==> src/rtl/twiddle_pkg.sv <==
// Shared types and elaboration-time helpers for the twiddle-factor streamer.
// The quarter-wave table is computed from real math at elaboration and never at run time.
package twiddle_pkg;

    typedef enum logic [1:0] {IDLE, RUN, DRAIN} state_t;

    localparam real PI = 3.14159265358979323846;

    function automatic int log2_int(input int n);
        int r;
        r = 0;
        for (int i = 0; i < 31; i++) begin
            if ((1 << i) < n) r = i + 1;
        end
        return r;
    endfunction

    // Ties go away from zero, so the table is symmetric under negation.
    function automatic int round_half_away(input real x);
        if (x >= 0.0) return $rtoi($floor(x + 0.5));
        else          return -$rtoi($floor(-x + 0.5));
    endfunction

    function automatic int quarter_entry(input int i, input int n, input int dw);
        real a;
        a = real'((1 << (dw - 1)) - 1);
        return round_half_away(a * $cos(2.0 * PI * real'(i) / real'(n)));
    endfunction

endpackage

==> src/rtl/twiddle_quarter_rom.sv <==
// Dual-read quarter-wave cosine table, T[0..N/4], registered read with clock enable.
module twiddle_quarter_rom
    import twiddle_pkg::*;
#(
    parameter int N_POINTS = 16,
    parameter int DATA_W   = 8,
    parameter int AW       = 3
) (
    input  logic                     clk,
    input  logic                     en,
    input  logic [AW-1:0]            addr_a,
    input  logic [AW-1:0]            addr_b,
    output logic signed [DATA_W-1:0] dout_a,
    output logic signed [DATA_W-1:0] dout_b
);

    localparam int DEPTH = N_POINTS / 4 + 1;

    logic signed [DATA_W-1:0] tbl [DEPTH];

    for (genvar i = 0; i < DEPTH; i++) begin : g_tbl
        assign tbl[i] = DATA_W'(quarter_entry(i, N_POINTS, DATA_W));
    end

    always_ff @(posedge clk) begin
        if (en) begin
            dout_a <= tbl[addr_a];
            dout_b <= tbl[addr_b];
        end
    end

endmodule

==> src/rtl/twiddle_stream.sv <==
// Streams twiddle factors W_N^k = cos - j*sin for k = j<<s, j = 0..N/2^(s+1)-1,
// through a 2-stage pipeline (quadrant decode + table read, then negate/extend).
module twiddle_stream
    import twiddle_pkg::*;
#(
    parameter int N_POINTS = 16,
    parameter int DATA_W   = 8,
    parameter int OUT_W    = 16
) (
    input  logic                          clk,
    input  logic                          reset,
    input  logic                          start,
    input  logic [log2_int(N_POINTS)-1:0] stride_log2,
    output logic                          busy,
    output logic                          out_valid,
    input  logic                          out_ready,
    output logic [OUT_W-1:0]              re_out,
    output logic [OUT_W-1:0]              im_out,
    output logic [log2_int(N_POINTS)-1:0] k_out,
    output logic                          last
);

    localparam int LG    = log2_int(N_POINTS);
    localparam int AW    = LG - 1;
    localparam int QUART = N_POINTS / 4;

    state_t          state, state_n;
    logic [LG-1:0]   j, j_n, s, s_n, lastj, lastj_n;
    logic            issue, issue_last, stall;
    int              cnt;

    logic [LG-1:0]   k_iss;
    logic [1:0]      q_iss;
    logic [AW-1:0]   r_a, rp_a, cos_addr, sin_addr;
    logic signed [DATA_W-1:0] cos_rd, sin_rd;

    logic [1:0]      vld_pipe;
    logic [LG-1:0]   s1_k;
    logic [1:0]      s1_q;
    logic            s1_last;
    logic signed [OUT_W-1:0] cos_x, sin_x, re_n, im_n;

    assign out_valid = vld_pipe[1];
    assign stall     = vld_pipe[1] & ~out_ready;
    assign busy      = (state != IDLE);

    always_comb begin
        state_n    = state;
        j_n        = j;
        s_n        = s;
        lastj_n    = lastj;
        issue      = 1'b0;
        issue_last = 1'b0;
        cnt        = N_POINTS >> (int'(stride_log2) + 1);
        if (cnt == 0) cnt = 1;
        case (state)
            IDLE: if (start) begin
                s_n     = stride_log2;
                j_n     = '0;
                lastj_n = LG'(cnt - 1);
                state_n = RUN;
            end
            RUN: if (!stall) begin
                issue      = 1'b1;
                issue_last = (j == lastj);
                j_n        = j + LG'(1);
                if (j == lastj) state_n = DRAIN;
            end
            DRAIN: if (out_valid && out_ready && last) state_n = IDLE;
            default: state_n = IDLE;
        endcase
    end

    always_ff @(posedge clk) begin
        if (reset) begin
            state <= IDLE;
            j     <= '0;
            s     <= '0;
            lastj <= '0;
        end else begin
            state <= state_n;
            j     <= j_n;
            s     <= s_n;
            lastj <= lastj_n;
        end
    end

    // Odd quadrants swap the roles of r and N/4-r.
    assign k_iss    = j << s;
    assign q_iss    = k_iss[LG-1:LG-2];
    assign r_a      = {1'b0, k_iss[LG-3:0]};
    assign rp_a     = AW'(QUART) - r_a;
    assign cos_addr = q_iss[0] ? rp_a : r_a;
    assign sin_addr = q_iss[0] ? r_a  : rp_a;

    twiddle_quarter_rom #(
        .N_POINTS (N_POINTS),
        .DATA_W   (DATA_W),
        .AW       (AW)
    ) u_rom (
        .clk    (clk),
        .en     (~stall),
        .addr_a (cos_addr),
        .addr_b (sin_addr),
        .dout_a (cos_rd),
        .dout_b (sin_rd)
    );

    // cos is negative in q1,q2; sin positive in q0,q1 so im = -sin flips there.
    assign cos_x = OUT_W'(cos_rd);
    assign sin_x = OUT_W'(sin_rd);
    assign re_n  = (s1_q[1] ^ s1_q[0]) ? -cos_x : cos_x;
    assign im_n  = s1_q[1] ? sin_x : -sin_x;

    always_ff @(posedge clk) begin
        if (reset) begin
            vld_pipe <= '0;
            s1_k     <= '0;
            s1_q     <= '0;
            s1_last  <= 1'b0;
            re_out   <= '0;
            im_out   <= '0;
            k_out    <= '0;
            last     <= 1'b0;
        end else if (!stall) begin
            vld_pipe[0] <= issue;
            s1_k        <= k_iss;
            s1_q        <= q_iss;
            s1_last     <= issue_last;
            vld_pipe[1] <= vld_pipe[0];
            last        <= vld_pipe[0] & s1_last;
            if (vld_pipe[0]) begin
                re_out <= re_n;
                im_out <= im_n;
                k_out  <= s1_k;
            end
        end
    end

endmodule

==> config.mk <==
export PLATFORM = sky130hd
export DESIGN_NAME = twiddle_stream
export DESIGN_NICKNAME = d
export VERILOG_FILES = /design/src/rtl/twiddle_pkg.sv /design/src/rtl/twiddle_quarter_rom.sv /design/src/rtl/twiddle_stream.sv
export SDC_FILE = /design/constraint.sdc
export NUM_CORES = 1
export LEC_CHECK = 0
export ABC_AREA = 1
export CAP_MARGIN = 20
export CORE_UTILIZATION = 58
export DETAILED_ROUTE_END_ITERATION = 7
export GPL_ROUTABILITY_DRIVEN = 0
export PLACE_DENSITY = 0.85
export REMOVE_ABC_BUFFERS = 1
export SLEW_MARGIN = 25
export SYNTH_ARGS = -nofsm -noshare
export SYNTH_HDL_FRONTEND = slang
export SYNTH_SLANG_ARGS = --single-unit
export TNS_END_PERCENT = 30
==> constraint.sdc <==
create_clock -name clk -period 3.5 [get_ports clk]
set_input_delay 0.875 -clock clk [delete_from_list [all_inputs] [get_ports clk]]
set_output_delay 0.875 -clock clk [all_outputs]
set_load 0.005 [all_outputs]
==> run summary, run 1 <==
The smallest clock period supported by the final layout is computed as 2230 ps. For flop-to-flop paths, the worst setup slack is 1680 ps. After clock tree synthesis, the clock-pin slew on the worst setup and hold paths is 60 ps. The post-synthesis area per instance was 7.85 sq um; the count of maximum capacitance violations was 0.

The tightest min-delay check is of the reg2reg type. The kind of end point of the critical path is an output pin. For the achievable frequency, the log shows 0.449 GHz.

The width of the die was 73.2 microns; the highest net fanout along the worst path was 4. Entering global routing, the biggest net connects 32 pins. The run gives 0 as the total count of hold-check failures in the final report. The logs give 2493 for the total via count after detailed routing and 0 for the number of buffers added to fix hold violations after cts.

For this run, design rule violations remaining after detail routing come to 0. The core region is 0.00479 sq mm. The setup path with the least slack is of type reg2out. The total power came out at 1.90 mW. Clock latency on the worst-skew pair, taken at its later pin, is 340 ps. The total detailed-routing wirelength came out at 5600 microns. The number of setup buffers added after CTS is 0. Timing analysis after detailed placement gives a worst setup slack of 941 ps.

For the number of iterations in the first detailed-routing pass, the log shows 5. The count of pins over their slew limit was 0. In the final routed layout, each cell accounts on average for 11.6 microns. The tools report the destination of the critical timing path as busy. The tools report the footprint of the flip-flops and latches as 0.00134 sq mm. Dividing total power by cell area gives a power density of 542 mW/mm^2.

The count of buffers inserted at the top-level ports came out at 46. The run finished with clean final reports. The worst register-to-register path ends at u_rom.dout_b[0]. The arrival time reported for the critical path endpoint was 1350 ps; the cell row count was 25. The startpoint of the worst-slack reg-to-reg timing path was j[0].

Gates resized during post-CTS repair numbered 0. TritonCTS created 9 clock buffers. For this run, the number of standard cells in the final layout without fillers is 485. The number of global-route vias before repair is 2197. For the pin with the worst max-slew slack, the measured transition is 601 ps. VDD sags by at most 0.331 mV. The area of all placed cells without fillers is 0.00351 sq mm, and the via density per instance is 5.14. The library cell occupying the most area in the post-synthesis netlist is sky130_fd_sc_hd__dfxtp_1. Summed over all layers, the global routing overflow is 0.

Setup violations remaining at the end of the flow were counted as 0. Headroom to the max-slew limit: 0.599. The depth of the worst register-to-register path was 9; the post-place instance area was 0.00334 sq mm.

In this run the worst setup path begins at state[0]. CTS built an H-tree with a depth of 3. By area the synthesized netlist is led by sky130_fd_sc_hd__dfxtp_1 (35%), sky130_fd_sc_hd__nand2_1 (11%), sky130_fd_sc_hd__edfxtp_1 (10%). The filler cells instantiated in the layout total 382.

Post-synthesis register bit count: 62. The tools report the library cell used as clock root buffer as sky130_fd_sc_hd__clkbuf_8. Summed over all failing endpoints, the final setup total negative slack is 0 ps. The die is 73.2 microns tall. Once routing completed, OpenROAD measured the worst setup slack at 1270 ps. Met1 global-route usage: 0.263. The met3 usage was 0.0511. STA classifies the critical path startpoint as a flop.

The logs give 0.00294 sq mm for the mapped cell area and 0 for the number of antenna violations at the first check in global routing. The synthesized netlist contains 34 unique library cells. The instance count after placement with tap cells included was 469; the area occupied by multi-input gates was 0.00127 sq mm. Effective utilization at floorplan: 0.614.

TritonCTS built the clock tree. The detail route stage leaves a number of antenna-violating nets equal to 0. The run gives 0.230 as the global-route total usage across every layer. Boundary pin count: 47. After global routing, the most crowded layer is met2. Yosys printed 0 warnings. The area growth from synthesis to final layout came out at 19.6%. The area fraction of the dominant cell type after synthesis came out at 0.354. In this run, the number of DRC markers left after iteration 0 of detailed routing was 162. Counting along the longest clock path gives a buffer depth of 2. The fraction of final layout cells sized beyond drive strength 1 works out to 0.0861. Met2 routing resource usage after global routing: 0.391.

The run gives 1.47 nW as the reported leakage power. The first global-routing pass estimated 9320 microns of wire. The smallest hold slack is 461 ps, and the final critical-path share of the clock period is 0.636. The number of diodes added for antenna fixing was 0; the post-DP HPWL was 3920 microns. Setup repair after global routing left no endpoint under its margin. For the worst setup path, the data required time is 2620 ps. The run gives 62 as the TritonCTS sink count. The tools report the number of nets in the final layout as 428.

The sequential cell area fraction in the yosys report was 0.457. On the final layout, the worst clock skew is 7.57 ps. Synthesis handed over a netlist of 374 instances. The die covers 0.00535 sq mm. The final standard cell utilization of the core is 0.734.
-- how the worst min path moves through the flow --
stage,start,end,cells past startpoint
finish,re_out[10],re_out[10],2
floorplan,s1_last,last,2
global route,im_out[0],im_out[0],2
detailed placement,re_out[10],re_out[10],2
CTS,re_out[10],re_out[10],2
global placement,im_out[0],im_out[0],2
-- power by group --
group | leakage (nW) | internal (mW) | total [mW] | switching [mW]
sequential | 0.525 | 0.825 | 0.894 | 0.0693
clock | 0.0905 | 0.294 | 0.546 | 0.252
combinational | 0.852 | 0.205 | 0.463 | 0.258
-- cell usage in the layout (no fill, tap or decap), types with 2 or more instances in the layout --
master | netlist | layout
sky130_fd_sc_hd__nand3_1 | 22 | 22
sky130_fd_sc_hd__inv_1 | 44 | 44
sky130_fd_sc_hd__clkdlybuf4s50_1 | 0 | 46
sky130_fd_sc_hd__nor2_4 | 2 | 2
sky130_fd_sc_hd__nor2_1 | 32 | 32
sky130_fd_sc_hd__nor3_1 | 2 | 2
sky130_fd_sc_hd__o21ai_0 | 25 | 25
sky130_fd_sc_hd__clkbuf_1 | 1 | 3
sky130_fd_sc_hd__a31oi_1 | 5 | 5
sky130_fd_sc_hd__clkbuf_8 | 0 | 11
sky130_fd_sc_hd__a21oi_1 | 38 | 38
sky130_fd_sc_hd__edfxtp_1 | 10 | 10
sky130_fd_sc_hd__clkinv_2 | 0 | 2
sky130_fd_sc_hd__o21ai_1 | 2 | 2
sky130_fd_sc_hd__nand2_2 | 8 | 8
sky130_fd_sc_hd__nand3_2 | 5 | 5
sky130_fd_sc_hd__dfxtp_1 | 52 | 52
sky130_fd_sc_hd__xnor2_1 | 3 | 3
sky130_fd_sc_hd__ha_1 | 7 | 7
sky130_fd_sc_hd__nand4_1 | 4 | 4
sky130_fd_sc_hd__nand2_1 | 83 | 83
-- cell families (layout without fill, tap and decap cells) --
logic type / count (synthesis) / in the layout / synth area share
simple gates: 162 / 162 / 0.254
flops: 62 / 62 / 0.457
buf+inv: 65 / 109 / 0.110
fa+ha+maj: 7 / 7 / 0.0298
compound gates: 73 / 73 / 0.132
xor+xnor: 5 / 5 / 0.0175
-- flip-flops by register name (all words and copies together) (netlist names), 4 cells and up --
name          cells
lastj             4
k_out             4
u_rom.dout_b      5
j                 4
re_out           13
im_out           13
s1_k              4
s                 4
u_rom.dout_a      5
-- per-layer routing --
layer  wire, microns  vias up
li1                -     1281
met5               0        -
met2            2840       69
met3             286        7
met4              70        0
met1            2410     1136
-- final cells by class --
cell class / count / area share
Tap cell: 67 / 0.0239
Sequential cell: 62 / 0.382
Multi-Input combinational cell: 247 / 0.362
Clock buffer: 14 / 0.0463
Clock inverter: 2 / 0.00285
Inverter: 46 / 0.0499
Timing Repair Buffer: 47 / 0.133
-- Yosys cell counts --
master / number
sky130_fd_sc_hd__nand2_1: 83
sky130_fd_sc_hd__dfxtp_1: 52
sky130_fd_sc_hd__inv_1: 44
sky130_fd_sc_hd__a21oi_1: 38
sky130_fd_sc_hd__nor2_1: 32
sky130_fd_sc_hd__o21ai_0: 25
sky130_fd_sc_hd__nand3_1: 22
sky130_fd_sc_hd__edfxtp_1: 10
sky130_fd_sc_hd__nand2_2: 8
sky130_fd_sc_hd__buf_4: 7
sky130_fd_sc_hd__ha_1: 7
sky130_fd_sc_hd__a31oi_1: 5
sky130_fd_sc_hd__buf_2: 5
sky130_fd_sc_hd__nand3_2: 5
sky130_fd_sc_hd__nand4_1: 4
sky130_fd_sc_hd__buf_6: 3
sky130_fd_sc_hd__xnor2_1: 3
sky130_fd_sc_hd__buf_8: 2
sky130_fd_sc_hd__nor2_4: 2
sky130_fd_sc_hd__nor3_1: 2
sky130_fd_sc_hd__o21ai_1: 2
sky130_fd_sc_hd__a21oi_4: 1
sky130_fd_sc_hd__buf_1: 1
sky130_fd_sc_hd__clkbuf_1: 1
sky130_fd_sc_hd__inv_2: 1
sky130_fd_sc_hd__inv_4: 1
sky130_fd_sc_hd__nand2_4: 1
sky130_fd_sc_hd__nand2_8: 1
sky130_fd_sc_hd__nor2_2: 1
sky130_fd_sc_hd__nor3b_1: 1
sky130_fd_sc_hd__o211ai_1: 1
sky130_fd_sc_hd__o21a_1: 1
sky130_fd_sc_hd__xnor2_2: 1
sky130_fd_sc_hd__xor2_1: 1
-- critical path, stage by stage (launching register included) --
cell                              delay (ps)
sky130_fd_sc_hd__dfxtp_1                 360
sky130_fd_sc_hd__inv_1                   110
sky130_fd_sc_hd__nand2_1                  70
sky130_fd_sc_hd__clkdlybuf4s50_1         480
No activity file was read; power rests on OpenSTA's default activity.
==> run 2, diff against run 1 <==
--- a/config.mk
+++ b/config.mk
@@ -7,10 +7,10 @@
 export LEC_CHECK = 0
 export ABC_AREA = 1
 export CAP_MARGIN = 20
-export CORE_UTILIZATION = 58
+export CORE_UTILIZATION = 48
 export DETAILED_ROUTE_END_ITERATION = 7
 export GPL_ROUTABILITY_DRIVEN = 0
-export PLACE_DENSITY = 0.85
+export PLACE_DENSITY = 0.76
 export REMOVE_ABC_BUFFERS = 1
 export SLEW_MARGIN = 25
 export SYNTH_ARGS = -nofsm -noshare
==> constraint.sdc (replaced) <==
create_clock -name clk -period 1.9 [get_ports clk]
set_input_delay 0.475 -clock clk [delete_from_list [all_inputs] [get_ports clk]]
set_output_delay 0.475 -clock clk [all_outputs]
set_load 0.005 [all_outputs]
==> run summary, run 2 (synthesis results as in run 1) <==
Cell family contributing the most delay on the critical path: buffers and inverters (unchanged). The boundary pin count was 47 (unchanged). The critical register-to-register path endpoint is u_rom.dout_b[0] (unchanged).

The depth of the worst register-to-register path came out at 10 (was 9). Number of logic stages on the critical path including buffering: 3 (unchanged). Critical path startpoint category: a flop (unchanged).

The delay of the slowest cell on the worst path came out at 490 ps (was 480 ps). The tools report the global-route total usage across every layer as 0.202 (was 0.230). The logs give 3 (unchanged) for the number of H-tree levels and 0 (unchanged) for the total congestion overflow after global routing. The via density per instance works out to 4.94 (was 5.14). For the clock latency on the worst-skew pair, the log shows 340 ps (about the same). Sequence of cells on the critical path: inv_1 -> nand2_1 -> clkdlybuf4s50_1 (unchanged). The largest net degree at the start of global routing is 32 (unchanged). Kind of end point of the critical path: an output pin (unchanged). The run gives 4 (was 5) as the number of iterations in the first detailed-routing pass. The terminating pin of the worst hold path is im_out[14] (was re_out[10]). The tools report the total detailed-routing wirelength as 5710 microns (was 5600 microns). The core area is 0.00592 sq mm (was 0.00479 sq mm). Timing startpoint of the critical path: state[1] (was state[0]).

The leading cell type in the layout, fill and taps excluded is sky130_fd_sc_hd__nand2_1 (unchanged). The effective utilization at floorplan is 0.496 (was 0.614). The worst reg-to-reg setup slack was 220 ps (was 1680 ps); the final critical path time including I/O delays and setup was 1820 ps. The number of nets in the final layout was 439 (was 428); the maximum vdd drop was 0.542 mV (was 0.331 mV).

Largest regs: im_out: 13 flops, re_out: 13 flops (unchanged). The highest net fanout along the worst path is 3 (was 4). The worst min-delay path category was reg2reg (unchanged). Setup repair after global routing left no endpoint under its margin. The tools report the library cell used as clock root buffer as sky130_fd_sc_hd__clkbuf_8 (unchanged).

The tools report the final standard cell utilization of the core as 0.617 (was 0.734). For the post-DP HPWL, the log shows 4180 microns (was 3920 microns). For the number of antenna violations at the first check in global routing, the log shows 0 (unchanged).

The worst-margin pin slew came out at 336 ps (was 601 ps). The cell row count came out at 28 (was 25). Required time reported for the critical path endpoint: 1420 ps (was 2620 ps). The number of buffers and inverters on the critical path is 2 (unchanged), and the width of the die is 80.2 microns (was 73.2 microns). The power density over the cells is 1030 mW/mm^2 (was 542 mW/mm^2). The count of maximum capacitance violations is 0 (unchanged). The number of buffers added to fix hold violations after cts is 0 (unchanged). The final critical-path share of the clock period came out at 0.960.

Highest-count cells in the layout ignoring fill and taps: sky130_fd_sc_hd__nand2_1 (83), sky130_fd_sc_hd__dfxtp_1 (51), sky130_fd_sc_hd__clkdlybuf4s50_1 (46) (was sky130_fd_sc_hd__nand2_1 (83), sky130_fd_sc_hd__dfxtp_1 (52), sky130_fd_sc_hd__clkdlybuf4s50_1 (46)). The count of buffers inserted at the top-level ports is 46 (unchanged). The tools report the total die area as 0.00643 sq mm (was 0.00535 sq mm). The critical path class was reg2out (unchanged). The logs give 0 (unchanged) for the total count of hold-check failures in the final report and 2371 (was 2197) for the number of global-route vias before repair. The run gives 9.43 ps (was 7.57 ps) as the worst clock skew. First-pass GRT wire length: 10000 microns (was 9320 microns). The flow ran to the end, and the final reports show no timing, DRC or antenna violations.

The count of pins over their slew limit is 0 (unchanged), and the number of setup violations in the final report is 0 (unchanged). The total via count after detailed routing is 2490 (was 2493), and the first-iteration detailed-routing DRC count is 72 (was 162). The final antenna-violating net count came out at 0 (unchanged).

Number of remaining DRC errors: 0 (unchanged). The run gives 0.00344 sq mm (was 0.00334 sq mm) as the post-place instance area. Buffer count from post-CTS setup fixing: 0 (unchanged). TritonCTS built the clock tree. The tools report the hold path startpoint as im_out[14] (was re_out[10]). The area growth from synthesis to final layout is 24.4% (was 19.6%), and the headroom to the max-slew limit is 0.775 (was 0.599). The reported leakage power is 1.54 nW (was 1.47 nW), and the number of stages on the worst hold path is 2 (unchanged). The clock transition time at the flip-flop clock pins of the worst setup and hold paths was 60 ps (about the same); the area of all placed cells without fillers was 0.00365 sq mm (was 0.00351 sq mm).

The average wire length per cell after detail routing is 11.3 microns (was 11.6 microns), and the achievable frequency is 0.548 GHz. The number of diodes added for antenna fixing was 0 (unchanged); the number of buffers on the longest clock path was 2 (unchanged). For the arrival time reported for the critical path endpoint, the log shows 1350 ps (about the same).

The fraction of final layout cells sized beyond drive strength 1 is 0.117 (was 0.0861), and the total power is 3.75 mW (was 1.90 mW). The highest-delay cell along the critical path was sky130_fd_sc_hd__clkdlybuf4s50_1 (unchanged). TritonCTS sink count: 62 (unchanged).

The number of buffers added by the clock tree synthesis step is 9 (unchanged). The startpoint of the worst-slack reg-to-reg timing path is s[1] (was j[0]). The die boundary height came out at 80.2 microns (was 73.2 microns).
run 2: cell type report:
class                   count  area, sq um
multi-input cells         247         1270
clock inverters             5         73.8
fillers                   544         2270
repair buffers             58          563
clock buffers              11          131
flip-flops and latches     62         1340
well taps                  75         93.8
inverters                  46          175
run 2: how the worst max path moves through the flow:
stage / slack [ps] / end
after floorplan: 340 / u_rom.dout_b[0]
after global placement: 20 / lastj[2]
after detailed placement: -70 / lastj[2]
after CTS: 60 / busy
after global routing: 3 / busy
final: 80 / busy
run 2: per-layer routing:
metal | vias up | wire (microns) | track usage
met5 | - | 0 | 0
li1 | 1304 | - | -
met3 | 16 | 192 | 0.0500
met2 | 51 | 2770 | 0.356
met1 | 1119 | 2600 | 0.225
met4 | 0 | 148 | 0.0982
run 2: where the power goes:
part,leakage [nW],switching (mW),total [mW],internal [mW]
sequential,0.525,0.124,1.64,1.52
clock,0.105,0.493,1.22,0.731
combinational,0.908,0.483,0.886,0.403
run 2: worst reg2reg max path, stage by stage (launching register included):
cell and delay, ps:
sky130_fd_sc_hd__dfxtp_1 350, sky130_fd_sc_hd__inv_1 130, sky130_fd_sc_hd__nand2_1 90, sky130_fd_sc_hd__nor2_2 140, sky130_fd_sc_hd__inv_1 110, sky130_fd_sc_hd__ha_1 290
sky130_fd_sc_hd__nor2_1 50, sky130_fd_sc_hd__inv_1 50, sky130_fd_sc_hd__nand2_1 50, sky130_fd_sc_hd__nand2_1 110, sky130_fd_sc_hd__nand2_1 70
run 2: through the flow:
step                      cells  TNS [ps]  hold slack [ps]  setup slack (ps)
after global routing        504         0              493              2.56
after CTS                   504         0              464              59.7
after global placement      488         0              447              20.1
after floorplan             355         0              435               338
final                       504         0              464              76.6
after detailed placement    488     -66.1              455             -66.1
run 2: what timing repair did:
action	CTS	global route
setup endpoints to repair	0	6
hold endpoints to repair	0	0
resized for setup	0	3
==> run 3, diff against run 2 <==
--- a/config.mk
+++ b/config.mk
@@ -8,6 +8,7 @@
 export ABC_AREA = 1
 export CAP_MARGIN = 20
 export CORE_UTILIZATION = 48
+export CTS_CLUSTER_SIZE = 25
 export DETAILED_ROUTE_END_ITERATION = 7
 export GPL_ROUTABILITY_DRIVEN = 0
 export PLACE_DENSITY = 0.76
==> results of run 3 <==
Final layout, timing and power as in run 2 (identical DEF).
==> RTL change 1 (settings of run 1) <==
`N_POINTS` is set to 16 in 2 places; all go to 32.
--- a/src/rtl/twiddle_quarter_rom.sv
+++ b/src/rtl/twiddle_quarter_rom.sv
@@ -4,3 +4,3 @@
 #(
-    parameter int N_POINTS = 16,
+    parameter int N_POINTS = 32,
     parameter int DATA_W   = 8,
--- a/src/rtl/twiddle_stream.sv
+++ b/src/rtl/twiddle_stream.sv
@@ -5,3 +5,3 @@
 #(
-    parameter int N_POINTS = 16,
+    parameter int N_POINTS = 32,
     parameter int DATA_W   = 8,
Ports: changed (resized k_out and stride_log2); port bits go from 47 to 49. The function was not compared with the original's and may differ.
==> RTL change 1 against run 1 <==
- core utilization down 0.61 points
- die area up 24%
- sequential cell count up 9
- worst setup slack worse by 0.40 ns
- synthesized area up 25%
- critical endpoint is now u_rom.dout_a[1]$_SDFFCE_PP0N_
- critical path type is now flip-flop to flip-flop
- power up 24%
- design area up 25%
- wire length up 38%
==> RTL change 1: results <==
placed_design:
  dpl-instance-area_um2: 4173
  dp_cells: 582
  place.port_buffers: 48
synthesis:
  synth.avg_cell_area_um2: 7.745
  synth_edf_count: 14
  ys_seq_area_share_pct: 42.54
  synth_cell_types: 32
  ys_ff_latch: 71
  synth_common_cells: "76 x nand2_1, 65 x inv_1, 57 x dfxtp_1"
  synthTopCellsByArea: "dfxtp_1 31%, edfxtp_1 11%, nand2_1 7.8%"
power_and_ir_drop:
  p_clk_w: 0.000671
  leakagePower_nw: 1.963
  sw_frac_of_total_pct: 32.57
  ir_worst_vdd_mv: 0.3061
  power_frac_seq_pct: 43.8
global_routing:
  grtUsageTotal_pct: 25.75
  grt_max_degree: 38
  grt_pass1_wl_um: 13070
status:
  status: "finished, final reports clean"
sta:
  setup_ws_ns: 0.8740
  fin_skew_ns: 0.009023
  timing.hold.ws_ns: 0.4649
min_path:
  min_from: "s1_last$_SDFFE_PP0N_"
worst_setup_path:
  r2r_cells: 14
  end_kind: "flip-flop"
  critPathTopFamily: "simple AND/OR/NAND/NOR gates"
  slowest_delay_ns: 0.45
  crit_path_max_fanout: 11
  worstPathArrival_ns: 2.73
final_layout:
  clk_share_pct: 4.850
  drive_gt1_share_pct: 11.66
  n_all_buffers: 51
  nNetsFinal: 544
  fillers: 451
  num-clock-buffers: 13
  multi_input_area_um2: 1733
  nMultiInputCombCells: 310
  final_area_um2: 4385
  sh_seq_area_pct: 35.61
drt:
  viasPerCell: 5.411
  drt_iter0_markers: 112
  num_vias: 3236
  wirelength_um: 7708
floorplanning:
  taps: 75
RTL change 1: changes by cell type in the layout (fill, tap and decap cells not counted), sizes merged, moves of 5 or more:
cell | before | now
nor3 | 2 | 9
o211ai | 1 | 6
a21oi | 39 | 44
inv | 46 | 75
nand3 | 27 | 33
o22ai | 0 | 5
ha | 7 | 17
xor2 | 1 | 10
dfxtp | 52 | 57
nor2 | 35 | 45
RTL change 1: cell families after synthesis:
group	count (synthesis)	share of synthesized area, %
xor gates and xnor gates	11	2.624
DFF	71	42.54
and+or+nand+nor	190	25.19
AOI/OAI and AO/OA	92	13.53
buffers and inverters	93	10.33
adders and majority gates	17	5.794
RTL change 1: routing by layer:
layer	up-vias	share of wire [%]	global-route usage, %
met2	93	48	42.08
met5	-	0	0
met4	0	1.7	10.36
met3	16	4.9	6.778
li1	1620	-	-
met1	1507	46	32.19
==> RTL change 2 (flow settings as in run 1) <==
Made on the original files. Reset style: asynchronous (`reset`), changed in 2 clocked blocks.
--- a/src/rtl/twiddle_stream.sv
+++ b/src/rtl/twiddle_stream.sv
@@ -73,3 +73,3 @@
 
-    always_ff @(posedge clk) begin
+    always_ff @(posedge clk or posedge reset) begin
         if (reset) begin
@@ -114,3 +114,3 @@
 
-    always_ff @(posedge clk) begin
+    always_ff @(posedge clk or posedge reset) begin
         if (reset) begin
Behaviour: differs if reset is asserted again (counterexample within 4 cycles, from zero or initial values and one cycle with reset high); with reset held inactive, the same outputs for 10 cycles.
==> RTL change 2 against run 1 <==
- die area grew 3.4%
- sequential cell count unchanged
- critical path depth stayed put
- design area rose by 4.1%
- wire length is 4.9% higher
- synthesized area rose by 3.5%
- worst setup slack got worse by 0.072 ns
Power is not compared: it rests on default switching activity, and its combinational part moved more than twofold at a synthesized area within 25%.
==> RTL change 2: results <==
drt:
  viasPerCell: 5.171
  wl_per_cell_um: 12.38
  wl_met1_um: 2564
  drt_iter0_markers: 131
  met3_length_um: 203
  top_layer: "met4"
  wl_met2_um: 3085
  drtPass1Iterations: 4
global_routing:
  grt_pass1_wl_um: 10210
  grt_pass1_vias: 2356
  grtUsageTotal_pct: 24.85
  grt_use_met1_pct: 28.52
  grt_antenna_before_repair: 0
  grt_use_met2_pct: 44.34
  grt_max_degree: 53
  use_met3_pct: 5.691
final_layout:
  bufAreaShareNonClock_pct: 12.80
  clk_share_pct: 4.346
  fillers: 375
  nMultiInputCombCells: 233
  finalNonFillerCells: 475
  multi_input_area_um2: 1142
  regArea_um2: 1602
  nNetsFinal: 419
  utilization_pct: 74.92
  num_antenna_cells: 0
  non_clock_inverter_count: 51
  num-clock-buffers: 13
  drive_gt1_share_pct: 9.069
worst_setup_path:
  worstPathArrival_ns: 1.42
  crit_path_max_fanout: 3
  slowest_delay_ns: 0.44
placed_design:
  dp_cells: 460
  dp_hpwl_um: 4238
  dpl-instance-area_um2: 3497
sta:
  fin_skew_ns: 0.008603
  relSlewSlack_pct: 57.38
status:
  status: "finished, final reports clean"
cts:
  numCtsBuffers: 9
synthesis:
  synthCells: 357
  ys_seq_area_share_pct: 52.67
  synthTopCellsByArea: "dfrtp_1 43%, nand2_1 13%, edfxtp_1 9.9%"
  synth_common_cells: "104 x nand2_1, 52 x dfrtp_1, 44 x inv_1"
  synthArstFlopShare_pct: 83.87
  synth_ff_type: "dfrtp_1"
  synth_cell_types: 30
power_and_ir_drop:
  leakagePower_nw: 1.807
RTL change 2: cell count changes after synthesis, sizes merged, moves of 6 or more:
| cell | before | now |
|---|---|---|
| nand2 | 93 | 114 |
| buf | 18 | 11 |
| dfxtp | 52 | 0 |
| dfrtp | 0 | 52 |
| a21oi | 39 | 8 |
| nor2 | 35 | 27 |
| o21ai | 27 | 33 |
RTL change 2: where the power goes:
part | internal, W | total (W) | switching, W
registers | 0.00108 | 0.00130 | 0.000225
clock network | 0.000271 | 0.000524 | 0.000253
logic | 0.000709 | 0.00153 | 0.000826
RTL change 2: kinds of logic (layout without fill, tap and decap cells):
logic type,after synthesis,in the layout,synth area share (%)
fa+ha+maj,7,7,2.881
xor+xnor,1,1,0.2881
buf+inv,62,113,9.753
compound gates,47,47,8.560
simple gates,178,178,25.84
flops,62,62,52.68
RTL change 2: worst paths after layout:
| kind | startpoint | to | slack, ns | cells past startpoint |
|---|---|---|---|---|
| setup / recovery | state[1]$_DFFE_PP0P_ | busy | 1.20 | 3 |
| hold / removal | k_out[0]$_DFFE_PP0P_ | k_out[0]$_DFFE_PP0P_ | 0.48 | 2 |
| setup reg to reg | j[1]$_DFFE_PP0P_ | u_rom.dout_b[0]$_SDFFCE_PP0N_ | 1.73 | 7 |
| hold reg to reg | k_out[0]$_DFFE_PP0P_ | k_out[0]$_DFFE_PP0P_ | 0.48 | 2 |
| max in group asynchronous | reset | re_out[0]$_DFFE_PP0P_ | 2.03 | 3 |
| min in group asynchronous | reset | s[2]$_DFFE_PP0P_ | 1.01 | 3 |
RTL change 2: worst register-to-register path, cell delays in order, from the launching register on:
cell and delay [ns]:
dfrtp_1 0.47, inv_1 0.13, a21oi_2 0.15, nand3_1 0.14, ha_1 0.32, nor2_1 0.06, o21ai_2 0.18, nand2_1 0.07
